`src/rtl/pipe_mem_pkg.sv`:
```
// Shared types and defaults for the pipeline memory-port arbiter.
package pipe_mem_pkg;

    localparam int unsigned DEF_AW = 32;
    localparam int unsigned DEF_DW = 32;

    typedef enum logic [1:0] {
        IDLE = 2'd0,
        BUSY = 2'd1,
        ACK  = 2'd2
    } state_t;

    typedef enum logic {
        OWN_IF = 1'b0,
        OWN_DM = 1'b1
    } owner_t;

endpackage

```
`src/rtl/arb_starve_ctr.sv`:
```
// Grant selection between fetch and data requests. Data wins by default;
// a saturating streak of contended data grants forces one fetch grant.
module arb_starve_ctr
    import pipe_mem_pkg::*;
#(
    parameter int unsigned STARVE_LIMIT = 4
) (
    input  logic clk,
    input  logic rst,
    input  logic if_req,
    input  logic dm_req,
    input  logic grant_en,
    output logic grant_valid,
    output logic grant_dm
);

    localparam int unsigned SW = $clog2(STARVE_LIMIT + 1);
    localparam logic [SW-1:0] LIMIT = SW'(STARVE_LIMIT);

    logic [SW-1:0] streak;
    logic          starved;

    assign starved = (streak == LIMIT);

    // Grant select: data first unless fetch has been starved long enough.
    always_comb begin
        grant_valid = if_req | dm_req;
        grant_dm    = dm_req & ~(if_req & starved);
    end

    // Streak of data grants taken while fetch was also waiting.
    always_ff @(posedge clk or negedge rst) begin
        if (!rst) begin
            streak <= '0;
        end else if (grant_en && grant_valid) begin
            if (grant_dm && if_req) begin
                if (!starved) begin
                    streak <= streak + SW'(1);
                end
            end else begin
                streak <= '0;
            end
        end
    end

endmodule

```
`src/rtl/pipe_mem_arbiter.sv`:
```
// Shares one variable-latency memory port between the fetch and memory
// stages: one transaction at a time, registered ack/rdata per stage,
// combinational stalls and a sticky watchdog timeout.
module pipe_mem_arbiter
    import pipe_mem_pkg::*;
#(
    parameter int unsigned AW           = DEF_AW,
    parameter int unsigned DW           = DEF_DW,
    parameter int unsigned STARVE_LIMIT = 4,
    parameter int unsigned TIMEOUT      = 15
) (
    input  logic          clk,
    input  logic          rst,
    input  logic          if_req,
    input  logic [AW-1:0] if_addr,
    output logic [DW-1:0] if_rdata,
    output logic          if_ack,
    output logic          if_stall,
    input  logic          dm_req,
    input  logic          dm_we,
    input  logic [AW-1:0] dm_addr,
    input  logic [DW-1:0] dm_wdata,
    output logic [DW-1:0] dm_rdata,
    output logic          dm_ack,
    output logic          dm_stall,
    output logic          mem_req,
    output logic          mem_we,
    output logic [AW-1:0] mem_addr,
    output logic [DW-1:0] mem_wdata,
    input  logic [DW-1:0] mem_rdata,
    input  logic          mem_ready,
    output logic          err
);

    localparam int unsigned TW = $clog2(TIMEOUT + 1);
    localparam logic [TW-1:0] TLAST = TW'(TIMEOUT - 1);

    state_t        state;
    state_t        state_next;
    owner_t        owner;
    logic [TW-1:0] tcnt;

    logic grant_valid;
    logic grant_dm;
    logic do_grant;
    logic do_done;
    logic timeout_hit;

    arb_starve_ctr #(
        .STARVE_LIMIT(STARVE_LIMIT)
    ) u_starve (
        .clk        (clk),
        .rst        (rst),
        .if_req     (if_req),
        .dm_req     (dm_req),
        .grant_en   (state == IDLE),
        .grant_valid(grant_valid),
        .grant_dm   (grant_dm)
    );

    assign if_stall = if_req & ~if_ack;
    assign dm_stall = dm_req & ~dm_ack;

    // State register.
    always_ff @(posedge clk or negedge rst) begin
        if (!rst) begin
            state <= IDLE;
        end else begin
            state <= state_next;
        end
    end

    // Next-state logic.
    always_comb begin
        state_next = state;
        case (state)
            IDLE:    if (grant_valid) state_next = BUSY;
            BUSY:    if (mem_ready || timeout_hit) state_next = ACK;
            ACK:     state_next = IDLE;
            default: state_next = IDLE;
        endcase
    end

    // Decoded strobes; timeout counts the current BUSY cycle, so it fires
    // on the TIMEOUT-th cycle without mem_ready (mem_ready takes precedence).
    always_comb begin
        do_grant    = (state == IDLE) && grant_valid;
        do_done     = (state == BUSY) && mem_ready;
        timeout_hit = (state == BUSY) && !mem_ready && (tcnt == TLAST);
    end

    // Transaction latch, memory-side outputs, watchdog, completion to owner.
    always_ff @(posedge clk or negedge rst) begin
        if (!rst) begin
            owner     <= OWN_IF;
            tcnt      <= '0;
            mem_req   <= 1'b0;
            mem_we    <= 1'b0;
            mem_addr  <= '0;
            mem_wdata <= '0;
            if_ack    <= 1'b0;
            dm_ack    <= 1'b0;
            if_rdata  <= '0;
            dm_rdata  <= '0;
            err       <= 1'b0;
        end else begin
            if_ack <= 1'b0;
            dm_ack <= 1'b0;
            if (do_grant) begin
                owner     <= grant_dm ? OWN_DM : OWN_IF;
                tcnt      <= '0;
                mem_req   <= 1'b1;
                mem_we    <= grant_dm & dm_we;
                mem_addr  <= grant_dm ? dm_addr : if_addr;
                mem_wdata <= grant_dm ? dm_wdata : '0;
            end else if (do_done || timeout_hit) begin
                mem_req <= 1'b0;
                if (timeout_hit) begin
                    err <= 1'b1;
                end
                if (owner == OWN_DM) begin
                    dm_ack   <= 1'b1;
                    dm_rdata <= (do_done && !mem_we) ? mem_rdata : '0;
                end else begin
                    if_ack   <= 1'b1;
                    if_rdata <= do_done ? mem_rdata : '0;
                end
            end else if (state == BUSY) begin
                tcnt <= tcnt + TW'(1);
            end
        end
    end

endmodule

```
`config.mk`:
```
export PLATFORM = sky130hd
export DESIGN_NAME = pipe_mem_arbiter
export DESIGN_NICKNAME = d
export VERILOG_FILES = /design/src/rtl/pipe_mem_pkg.sv /design/src/rtl/arb_starve_ctr.sv /design/src/rtl/pipe_mem_arbiter.sv
export SDC_FILE = /design/constraint.sdc
export NUM_CORES = 1
export LEC_CHECK = 0
export ABC_AREA = 1
export CAP_MARGIN = 5
export CORE_MARGIN = 2
export CORE_UTILIZATION = 35
export CTS_BUF_LIST = sky130_fd_sc_hd__clkbuf_8
export DETAILED_ROUTE_END_ITERATION = 16
export PLACE_DENSITY_LB_ADDON = 0.2
export SLEW_MARGIN = 20
export SYNTH_ARGS = -nofsm -noshare
export SYNTH_HDL_FRONTEND = slang
export SYNTH_SLANG_ARGS = --single-unit
```
`constraint.sdc`:
```
create_clock -name clk -period 1.4 [get_ports clk]
set_input_delay 0.21 -clock clk [delete_from_list [all_inputs] [get_ports clk]]
set_output_delay 0.21 -clock clk [all_outputs]
set_load 0.01 [all_outputs]
```
==> metrics.cfg, run 1 <==
[clocking]
clkLatencyLatePin_ps=450
clockRootBuffer=clkbuf_8
cts_sinks=143
cts.clk_slew.worst_paths_ps=80
cts_buffers=17
h-tree-depth=4
clockBufferDepth=2
cts_tree=built

[drt]
ant_nets=0
first_pass_iters=4
vias=6559
wl_per_cell_um=16.69
wl_mm=22.88
vias_per_cell=4.784
post-route-drc-count=0
drt-initial-drc-count=254

[logic_synthesis]
syn_inst=812
ys.flop_type=dfrtp_1
synth_adder_area_share_pct=0.7796
synth-edff-count=0
synth_cell_type_count=21
synthXorXnorAreaFrac_pct=0.2729
synth_warnings=0
synthSimpleGateAreaFrac_pct=32.08
synth-compound-area-share_pct=3.021
syn_area_um2=6420
synthMuxAreaShare_pct=0
synth_seq_area_share_pct=55.74
async_flop_share_pct=100.0
synth_area_per_cell_um2=7.906
synth_seq_cells=143
syn_nets=950
synth_top_family_by_area=simple AND/OR/NAND/NOR gates

[layout]
fill_cells=1589
diodes=0
final_layout_size_suffix_gt1_share_pct=20.58
multi_input_area_um2=2858
seq_area_um2=3578
final_cells=1371
area_growth_pct=74.59
nets=1267

[setup_path]
r2r_slack_ps=-140
critPathBufInv=3
cpPeakStageDelay_ps=400
crit_arrival_ps=1870
crit_path_max_fanout=8
cp_cell_sequence=inv_2 > ha_4 > nand3_4 > a21oi_4 > buf_6 > nand2_8 > clkbuf_16 > nand2_1 > nand2_1
endpoint_kind=flop
crit_family=buffers and inverters
cp.required_ps=1740
crit_type=flop to flop
cp-start-kind=flop
r2r-start=tcnt[0]
path_common_cell=nand2_1
crit_start=tcnt[0]
cpMaxStageDelayCell=dfrtp_1

[pwr]
power_density_nw_per_um2=1945
ir_drop_mv=0.9219
fin_total_pwr_w=0.02180
power_switching_w=0.008572
p_seq_share_pct=33.2
p_comb_share_pct=50.0
pwr-share-clk_pct=16.8
p_leak_nw=5.842
netSwitchingFraction_pct=39.32
power.internal_w=0.01323

[global_routing]
grt_pass1_vias=6505
track_usage_pct=22.33
grt_pass1_wl_mm=34.34
overflow=0
grt_max_degree=42
antenna_found_initial=0

[timing]
post-route-period-util_pct=109.7
min_period_ps=1536
setup_violations=69
relSlewSlack_pct=74.97
finalWorstSetupSlack_ps=-136.0
max_freq_mhz=651.1
skew_ps=12.87
maxSlewViolCount=0
hold_viol=0
rsz0062_at_grt=true
worst_slew_pin_slew_ps=375.4

[placed_design]
port_buffers=268
dp_hpwl_mm=14.00
gp_congestion=0.7787
post-place-cells=1297

[status]
failed_checks=setup timing
status=complete, but fails checks

[floorplanning]
die_height_um=139.4
die_w_um=139.4
initial_core_util_pct=35.74
core_area_um2=17960
row_count=49
num_io_pins=269
dieArea_um2=19440

[job]
max_cap_viol_count=0

[hold_path]
hp-class=primary input to asynchronous set/reset pin

cell usage after synthesis (7+ instances only):
library cell  number  area, um^2
inv_1             77       289.0
o21ai_1           11       55.05
nor3_1            32       160.2
buf_2             26       130.1
nor2_1            38       142.6
o21ai_0           23       115.1
dfrtp_1          143        3578
nand2_1          343        1287
buf_1              7       26.28
clkbuf_1          18       67.56
nand3_1           45       225.2
nand4_1           34       212.7
power groups by stage:
stage	combinational, W	clock (W)	sequential [W]
after floorplan	0.00328	0	0.00792
after global placement	0.00991	0	0.00711
after detailed placement	0.00998	0	0.00715
after CTS	0.00953	0.00375	0.00710
after global routing	0.0118	0.00390	0.00749
final	0.0109	0.00366	0.00725
cell families (layout without fill, tap and decap cells):
| logic type | after synthesis | in the layout |
|---|---|---|
| flops | 143 | 143 |
| simple gates | 497 | 497 |
| fa+ha+maj | 4 | 4 |
| compound gates | 36 | 36 |
| xor+xnor | 2 | 2 |
| buf+inv | 130 | 460 |
layout by cell type (no fill, tap or decap), types with 3 or more instances in the layout:
| master | Yosys | routed |
|---|---|---|
| buf_12 | 0 | 17 |
| buf_16 | 0 | 6 |
| buf_4 | 0 | 35 |
| buf_6 | 0 | 12 |
| bufinv_16 | 0 | 4 |
| clkbuf_16 | 0 | 11 |
| clkbuf_8 | 0 | 18 |
| clkdlybuf4s15_1 | 0 | 38 |
| clkdlybuf4s50_1 | 0 | 131 |
| clkinv_4 | 0 | 6 |
| dfrtp_1 | 143 | 143 |
| dlygate4sd2_1 | 0 | 95 |
| inv_1 | 77 | 74 |
| inv_2 | 1 | 3 |
| nand2_1 | 343 | 257 |
| nand2_2 | 2 | 61 |
| nand2_4 | 0 | 24 |
| nand2_8 | 0 | 3 |
| nand3_1 | 45 | 27 |
| nand3_2 | 0 | 16 |
| nand4_1 | 34 | 34 |
| nor2_1 | 38 | 36 |
| nor3_1 | 32 | 32 |
| o21ai_0 | 23 | 3 |
| o21ai_1 | 11 | 29 |
timing repair:
action,4_1_cts,5_1_grt
hold buffers,1,0
endpoints found under the hold margin,138,0
pin swaps,7,23
resized for setup,193,184
buffers inserted,9,12
gates cloned,8,13
endpoints found under the setup margin,250,145
path summary, 6_finish.rpt:
| path | end | cells after the start |
|---|---|---|
| min in group clk | mem_wdata[17] | 3 |
| setup / recovery | dm_rdata[4] | 9 |
| hold / removal | if_rdata[4] | 2 |
| max in group asynchronous | mem_addr[25] | 3 |
| setup reg to reg | dm_rdata[4] | 9 |
| hold reg to reg | err | 2 |
worst register-to-register path, cell delays in order, from the launching register on:
cell       delay (ps)
dfrtp_1           400
inv_2              80
ha_4              150
nand3_4            90
a21oi_4           180
buf_6             140
nand2_8            90
clkbuf_16         210
nand2_1            60
nand2_1            40
cell type report:
type	count	area share, %
clock inverter	14	1.708
inverter	79	2.780
timing repair buffer	349	33.32
tap	229	2.556
multi-input combinational	539	25.50
sequential	143	31.93
clock buffer	18	2.210
through the flow:
step           instance area (um^2)  setup TNS (ps)  utilization [%]  hold WS, ps  worst slack (ps)
3_3_place_gp                   9648          -22490            53.71        135.0            -316.5
3_5_place_dp                   9648          -26750            53.71        135.1            -380.1
4_1_cts                       10380           -4485            57.77        206.8            -102.5
6_report                      11210           -6957            62.39        224.3            -136.0
2_1_floorplan                  6482          -930.2                -       -85.59            -16.26
5_1_grt                       11210          -12250            62.39        218.4            -199.3
metal layers:
layer / wire (um) / GRT usage [%]
met5: 0 / 0
met4: 266 / 6.061
met3: 2179 / 8.603
met2: 11100 / 36.43
met1: 9327 / 27.82
registers in the layout (all words and copies together) (netlist names), 2 cells and up:
| signal | flops |
|---|---|
| dm_rdata | 32 |
| u_starve.streak | 3 |
| tcnt | 4 |
| mem_wdata | 32 |
| if_rdata | 32 |
| state | 2 |
| mem_addr | 32 |
Power figures use the tool's default switching activity.
==> run 2: changes to the inputs <==
- SYNTH_HIERARCHICAL: unset -> 1
==> run 2 against run 1 <==
Compared with the run above:
- first-iteration DRC count shrank 25%
- the flow still finishes with violations (setup timing)
- core utilization is 3.4 points lower
- hold slack improved by 61 ps
- non-clock buffer count fell by 12
- clock-buffer cell count up 1
- critical path depth unchanged
- fmax increased by 2.5%
- largest power group unchanged
==> metrics.cfg, run 2 <==
[status]
status=complete, but fails checks
failed_checks=setup timing

[pwr]
p_seq_share_pct=35.6  ; +2.4 points
p_comb_share_pct=46.1  ; -3.9 points
power_density_nw_per_um2=1909  ; -1.9%
power.internal_w=0.01247  ; -5.7%
p_leak_nw=5.535  ; -5.2%
ir_drop_mv=0.9114  ; -1.1%
pwr-share-clk_pct=18.4  ; +1.6 points
power_switching_w=0.007742  ; -9.7%
netSwitchingFraction_pct=38.30  ; -1.0 points

[timing]
setup_violations=79  ; +14%
hold_slack_ps=285.5  ; +61.20 ps
hold_viol=0  ; unchanged
skew_ps=17.36  ; +4.491 ps
post-route-period-util_pct=107.1  ; -2.7 points
relSlewSlack_pct=73.79  ; -1.2 points
worst_slew_pin_slew_ps=393.2  ; +17.78 ps
max_freq_mhz=667.2  ; +2.5%
min_period_ps=1499  ; -37.19 ps
rsz0062_at_grt=true
finalWorstSetupSlack_ps=-98.76  ; +37.19 ps
maxSlewViolCount=0  ; unchanged

[logic_synthesis]
synth_top_area_cell=dfrtp_1
yosys-top-cells-count=nand2_1 (313), dfrtp_1 (143), o21ai_0 (97)
syn_nets=928  ; -2.3%
synth.area.top_cells=dfrtp_1 (56%), nand2_1 (18%), o21ai_0 (7.6%), inv_1 (4.9%), nand3_1 (3.5%)
ys.flop_type=dfrtp_1
synth.most_common_cell=nand2_1
synth_seq_cells=143  ; unchanged
synth_warnings=6  ; +6
synth_cell_type_count=23  ; +9.5%
synth_area_per_cell_um2=8.104  ; +2.5%
syn_inst=790  ; -2.7%
netlist.area_leader.share_pct=55.89  ; +0.15 points
synth_seq_area_share_pct=55.89  ; +0.15 points
syn_area_um2=6402  ; -0.27%
synth-edff-count=0  ; unchanged
async_flop_share_pct=100.0  ; unchanged

[job]
max_cap_viol_count=0  ; unchanged

[drt]
drt-initial-drc-count=190  ; -25%
ant_nets=0  ; unchanged
wl_per_cell_um=15.02  ; -10%
wl_mm=20.17  ; -12%
post-route-drc-count=0  ; unchanged
vias=6141  ; -6.4%
first_pass_iters=6  ; +2
vias_per_cell=4.573  ; -4.4%

[clocking]
cts_tree=built
clockRootBuffer=clkbuf_8
cts_buffers=17  ; unchanged
clkLatencyLatePin_ps=450  ; about the same
cts.clk_slew.worst_paths_ps=90  ; about the same
clockBufferDepth=2  ; unchanged
h-tree-depth=4  ; unchanged
cts_sinks=143  ; unchanged

[global_routing]
overflow=0  ; unchanged
grt_pass1_wl_mm=30.71  ; -11%
grt_pass1_vias=6002  ; -7.7%
track_usage_pct=19.79  ; -2.5 points
antenna_found_initial=0  ; unchanged
grt_max_degree=66  ; +57%

[floorplanning]
row_count=49  ; unchanged
die_height_um=139.3  ; -0.13%
core_area_um2=17960  ; unchanged
die_w_um=139.3  ; -0.13%
num_io_pins=269  ; unchanged
initial_core_util_pct=35.64  ; -0.098 points
dieArea_um2=19390  ; -0.26%

[layout]
layout_common_cells=nand2_1 (283), dfrtp_1 (143), clkdlybuf4s50_1 (132)
seq_area_um2=3578  ; unchanged
final_cells=1343  ; -2.0%
fill_cells=1624  ; +2.2%
multi_input_area_um2=2529  ; -12%
diodes=0  ; unchanged
nets=1239  ; -2.2%
mostFrequentLayoutCell=nand2_1
final_layout_size_suffix_gt1_share_pct=15.17  ; -5.4 points
area_growth_pct=65.43

[setup_path]
cp-start-kind=flop
crit_type=flop to flop
cp_cell_sequence=inv_2 > ha_4 > nand3_4 > a21oi_4 > buf_12 > nand2_8 > clkbuf_16 > nand2_1 > nand2_1
endpoint_kind=flop
critPathBufInv=3  ; unchanged
crit_start=tcnt[0]
reg2regPathDepth=9  ; unchanged
r2r-start=tcnt[0]
crit_path_max_fanout=6  ; -2
path_common_cell=nand2_1
r2r_end=dm_rdata[21]
crit_family=buffers and inverters
crit_arrival_ps=1850  ; -20 ps
cpPeakStageDelay_ps=390  ; about the same
cpMaxStageDelayCell=dfrtp_1
cp.required_ps=1750  ; about the same
r2r_slack_ps=-100  ; +40 ps

[placed_design]
port_buffers=268  ; unchanged
post-place-cells=1281  ; -1.2%
dp_hpwl_mm=13.05  ; -6.8%
gp_congestion=0.8013  ; +2.9%

[hold_path]
hp-class=primary input to asynchronous set/reset pin

==> run 2: changes by cell type after synthesis, sizes merged, moves of 7 or more <==
cell    previous run  this run
o21ai             34        99
buf               33        23
nor2              40        11
inv               78        86
clkbuf            18        25
nand2            345       316
nand4             34         2
==> run 2: power groups by stage <==
stage	Combinational (W)	Clock [W]	Sequential (W)
after floorplan	0.00304	0	0.00800
after global placement	0.00950	0	0.00717
after detailed placement	0.00961	0	0.00721
after CTS	0.00882	0.00381	0.00712
after global routing	0.0102	0.00396	0.00744
final	0.00931	0.00371	0.00719
==> run 2: worst max path at each step <==
stage | endpoint | cells after the start
6_report | dm_rdata[21] | 9
5_1_grt | dm_rdata[29] | 9
4_1_cts | dm_rdata[27] | 9
3_5_place_dp | mem_addr[12] | 8
3_3_place_gp | mem_addr[12] | 8
2_1_floorplan | dm_rdata[3] | 8
==> run 2: per-stage QoR <==
step                      power (W)  worst slack (ps)  area (um^2)  setup TNS, ps  utilization, %
after floorplan             0.01104            -52.75         6457          -2936               -
after detailed placement    0.01682            -403.5         9602         -29250           53.45
final                       0.02021            -98.76        10590          -4287           58.96
after CTS                   0.01975            -88.47        10170          -2684           56.62
after global placement      0.01668            -399.1         9602         -27920           53.45
after global routing        0.02163            -191.8        10590         -12240           58.96
==> run 2: worst register-to-register path, delay by kind of cell, from the launching register on <==
kind                     cells  cell delay (ps)
AO/OA/AOI/OAI                1              200
adder cells (fa/ha/maj)      1              140
buffers and inverters        3              420
flip-flops                   1              390
AND/OR/NAND/NOR              4              250
==> run 2: cell type report <==
type / count / share of cell area (%)
sequential: 143 / 33.79
timing repair buffer: 337 / 32.26
multi-input combinational: 516 / 23.87
inverter: 86 / 3.154
tap: 229 / 2.705
clock buffer: 19 / 2.469
clock inverter: 13 / 1.748
==> run 2: timing repair <==
| item | 4_1_cts | 5_1_grt |
|---|---|---|
| endpoints found under the hold margin | 143 | 0 |
| pin swaps | 8 | 4 |
| gates cloned | 5 | 10 |
| gates resized for setup | 216 | 118 |
| hold buffers | 1 | 0 |
| setup buffers | 7 | 9 |
| endpoints found under the setup margin | 256 | 163 |
==> run 2: logic make-up (layout without fill, tap and decap cells) <==
group / Yosys count / in the layout / synth area share, %
AND/OR/NAND/NOR: 408 / 411 / 26.07
flip-flops: 143 / 143 / 55.89
buffers and inverters: 134 / 455 / 9.127
AO/OA/AOI/OAI: 100 / 100 / 7.993
adder cells (fa/ha/maj): 4 / 4 / 0.7817
XOR/XNOR: 1 / 1 / 0.1368
==> run 2: routing by layer <==
layer,GRT usage (%),routed length [um],vias up
met5,0,0,-
li1,-,-,3089
met3,7.915,1621,11
met1,24.24,8377,2841
met4,4.732,187,0
met2,32.87,9987,200
==> run 3: changes to the inputs <==
- SETUP_SLACK_MARGIN: unset -> 0.4
==> run 3 against run 2 <==
Compared with the run above:
- the run still ends with setup timing left
- total power up 6.2%
- final area increased by 8.0%
- critical path depth unchanged
- hold slack got worse by 57 ps
- die area is the same
- via count rose by 6.3%
- sequential share of layout area is 2.5 points lower
- core utilization increased by 4.7 points
- clock-buffer cell count is the same
- non-clock buffer count increased by 76
- sequential power grew 1%
- first-iteration DRC count grew 15%
- largest cell class is now buffers
- highest routed layer unchanged
==> metrics.cfg, run 3 (synthesized netlist as in run 2, its figures left out) <==
[status]
status=complete, but fails checks
failed_checks=setup timing

[layout]
final_cells=1416  ; +5.4%
fill_cells=1515  ; -6.7%
nets=1313  ; +6.0%
layout_common_cells=nand2_1 (246), dfrtp_1 (142), clkdlybuf4s50_1 (130)
final_layout_size_suffix_gt1_share_pct=38.84  ; +24 points
mostFrequentLayoutCell=nand2_1
area_growth_pct=78.62
diodes=0  ; unchanged

[timing]
skew_ps=10.62  ; -6.737 ps
min_period_ps=1486  ; -12.31 ps
rsz0062_at_grt=true
post-route-period-util_pct=106.2  ; -0.88 points
hold_viol=0  ; unchanged
relSlewSlack_pct=73.91  ; +0.13 points
worst_slew_pin_slew_ps=391.3  ; -1.907 ps
setup_violations=88  ; +11%
max_freq_mhz=672.7  ; +0.83%
maxSlewViolCount=0  ; unchanged
finalWorstSetupSlack_ps=-86.45  ; +12.31 ps

[drt]
vias=6525  ; +6.3%
vias_per_cell=4.608  ; +0.78%
ant_nets=0  ; unchanged
drt-initial-drc-count=218  ; +15%
wl_mm=20.92  ; +3.7%
first_pass_iters=4  ; -2
post-route-drc-count=0  ; unchanged
wl_per_cell_um=14.77  ; -1.7%

[floorplanning]
die_height_um=139.3  ; unchanged
die_w_um=139.3  ; unchanged
initial_core_util_pct=35.64  ; unchanged
core_area_um2=17960  ; unchanged
num_io_pins=269  ; unchanged
dieArea_um2=19390  ; unchanged
row_count=49  ; unchanged

[clocking]
h-tree-depth=4  ; unchanged
cts_tree=built
clockRootBuffer=clkbuf_8
cts_buffers=17  ; unchanged
clkLatencyLatePin_ps=450  ; about the same
cts.clk_slew.worst_paths_ps=80  ; about the same
clockBufferDepth=2  ; unchanged
cts_sinks=143  ; unchanged

[placed_design]
post-place-cells=1291  ; +0.78%
port_buffers=268  ; unchanged
place_ws_ps=-327.0  ; +76.51 ps
dp_hpwl_mm=13.40  ; +2.7%
gp_congestion=0.8260  ; +3.1%

[setup_path]
r2r_slack_ps=-90  ; about the same
r2r_end=mem_addr[1]
crit_arrival_ps=1850  ; about the same
reg2regPathDepth=9  ; unchanged
cp-start-kind=flop
endpoint_kind=flop
crit_type=flop to flop
cp.required_ps=1760  ; about the same
r2r-start=u_starve/streak[0]
crit_path_max_fanout=8  ; +2

[global_routing]
track_usage_pct=20.11  ; +0.32 points
grt_pass1_vias=6157  ; +2.6%
antenna_found_initial=0  ; unchanged
grt_max_degree=43  ; -35%
overflow=0  ; unchanged
grt_pass1_wl_mm=31.11  ; +1.3%

[pwr]
ir_drop_mv=0.9198  ; +0.93%
p_leak_nw=6.125  ; +11%
fin_total_pwr_w=0.02146  ; +6.2%
power_density_nw_per_um2=1876  ; -1.7%

[job]
max_cap_viol_count=0  ; unchanged

[hold_path]
hp-class=primary input to asynchronous set/reset pin

run 3: layer usage:
| layer | vias up | share of wire [%] | GRT usage (%) |
|---|---|---|---|
| met2 | 227 | 50 | 32.89 |
| met1 | 3048 | 41 | 25.18 |
| li1 | 3232 | - | - |
| met4 | 0 | 1.2 | 5.476 |
| met5 | - | 0 | 0 |
| met3 | 18 | 8.1 | 7.467 |
run 3: through the flow:
stage | utilization [%] | TNS (ps) | cell area (um^2) | hold WS, ps
global route | 63.66 | -8996 | 11440 | 236.5
floorplan | - | -3148 | 6651 | -85.59
finish | 63.66 | -2183 | 11440 | 228.5
detailed placement | 54.60 | -33750 | 9808 | 138.4
global placement | 54.60 | -31650 | 9808 | 141.5
CTS | 57.64 | -6033 | 10350 | 214.7
run 3: what timing repair did:
action	4_1_cts	5_1_grt
hold buffers	1	0
pin swaps	29	65
hold endpoints to repair	69	0
cloned	5	6
gates resized for setup	657	138
buffers inserted	37	45
setup endpoints to repair	277	278
run 3: worst max path at each step:
stage / slack [ps] / endpoint / depth (start not counted) / from
floorplan: -50 / dm_rdata[3] / 8 / tcnt[0]
global placement: -300 / mem_wdata[24] / 8 / if_req
detailed placement: -330 / mem_wdata[24] / 8 / if_req
CTS: -90 / dm_rdata[17] / 9 / tcnt[0]
global route: -130 / mem_addr[1] / 9 / u_starve/streak[0]
finish: -90 / mem_addr[1] / 9 / u_starve/streak[0]
run 3: worst max-delay path, stage by stage, from the launching register on:
cell       delay, ps
dfrtp_1          400
inv_2             80
ha_4             140
nand3_4           80
nand2_8          130
inv_16            70
clkbuf_16        180
nand2_2           60
o21ai_1           60
o21ai_1          190
run 3: layout make-up:
cell class	instances	area (um^2)	area share, %
Multi-Input combinational cell	513	2989	26.14
Sequential cell	143	3580	31.30
Tap cell	229	286.5	2.505
Clock inverter	12	72.57	0.6346
Clock buffer	19	261.5	2.287
Timing Repair inverter	1	11.26	0.09847
Inverter	86	339.1	2.965
Timing Repair Buffer	413	3896	34.07
run 3: where the power goes:
part / total, W / switching, W / internal [W]
clock network: 0.00291 / 0.00162 / 0.00129
logic: 0.0113 / 0.00545 / 0.00582
registers: 0.00729 / 0.00123 / 0.00606
total: 0.0215 / 0.00830 / 0.0132
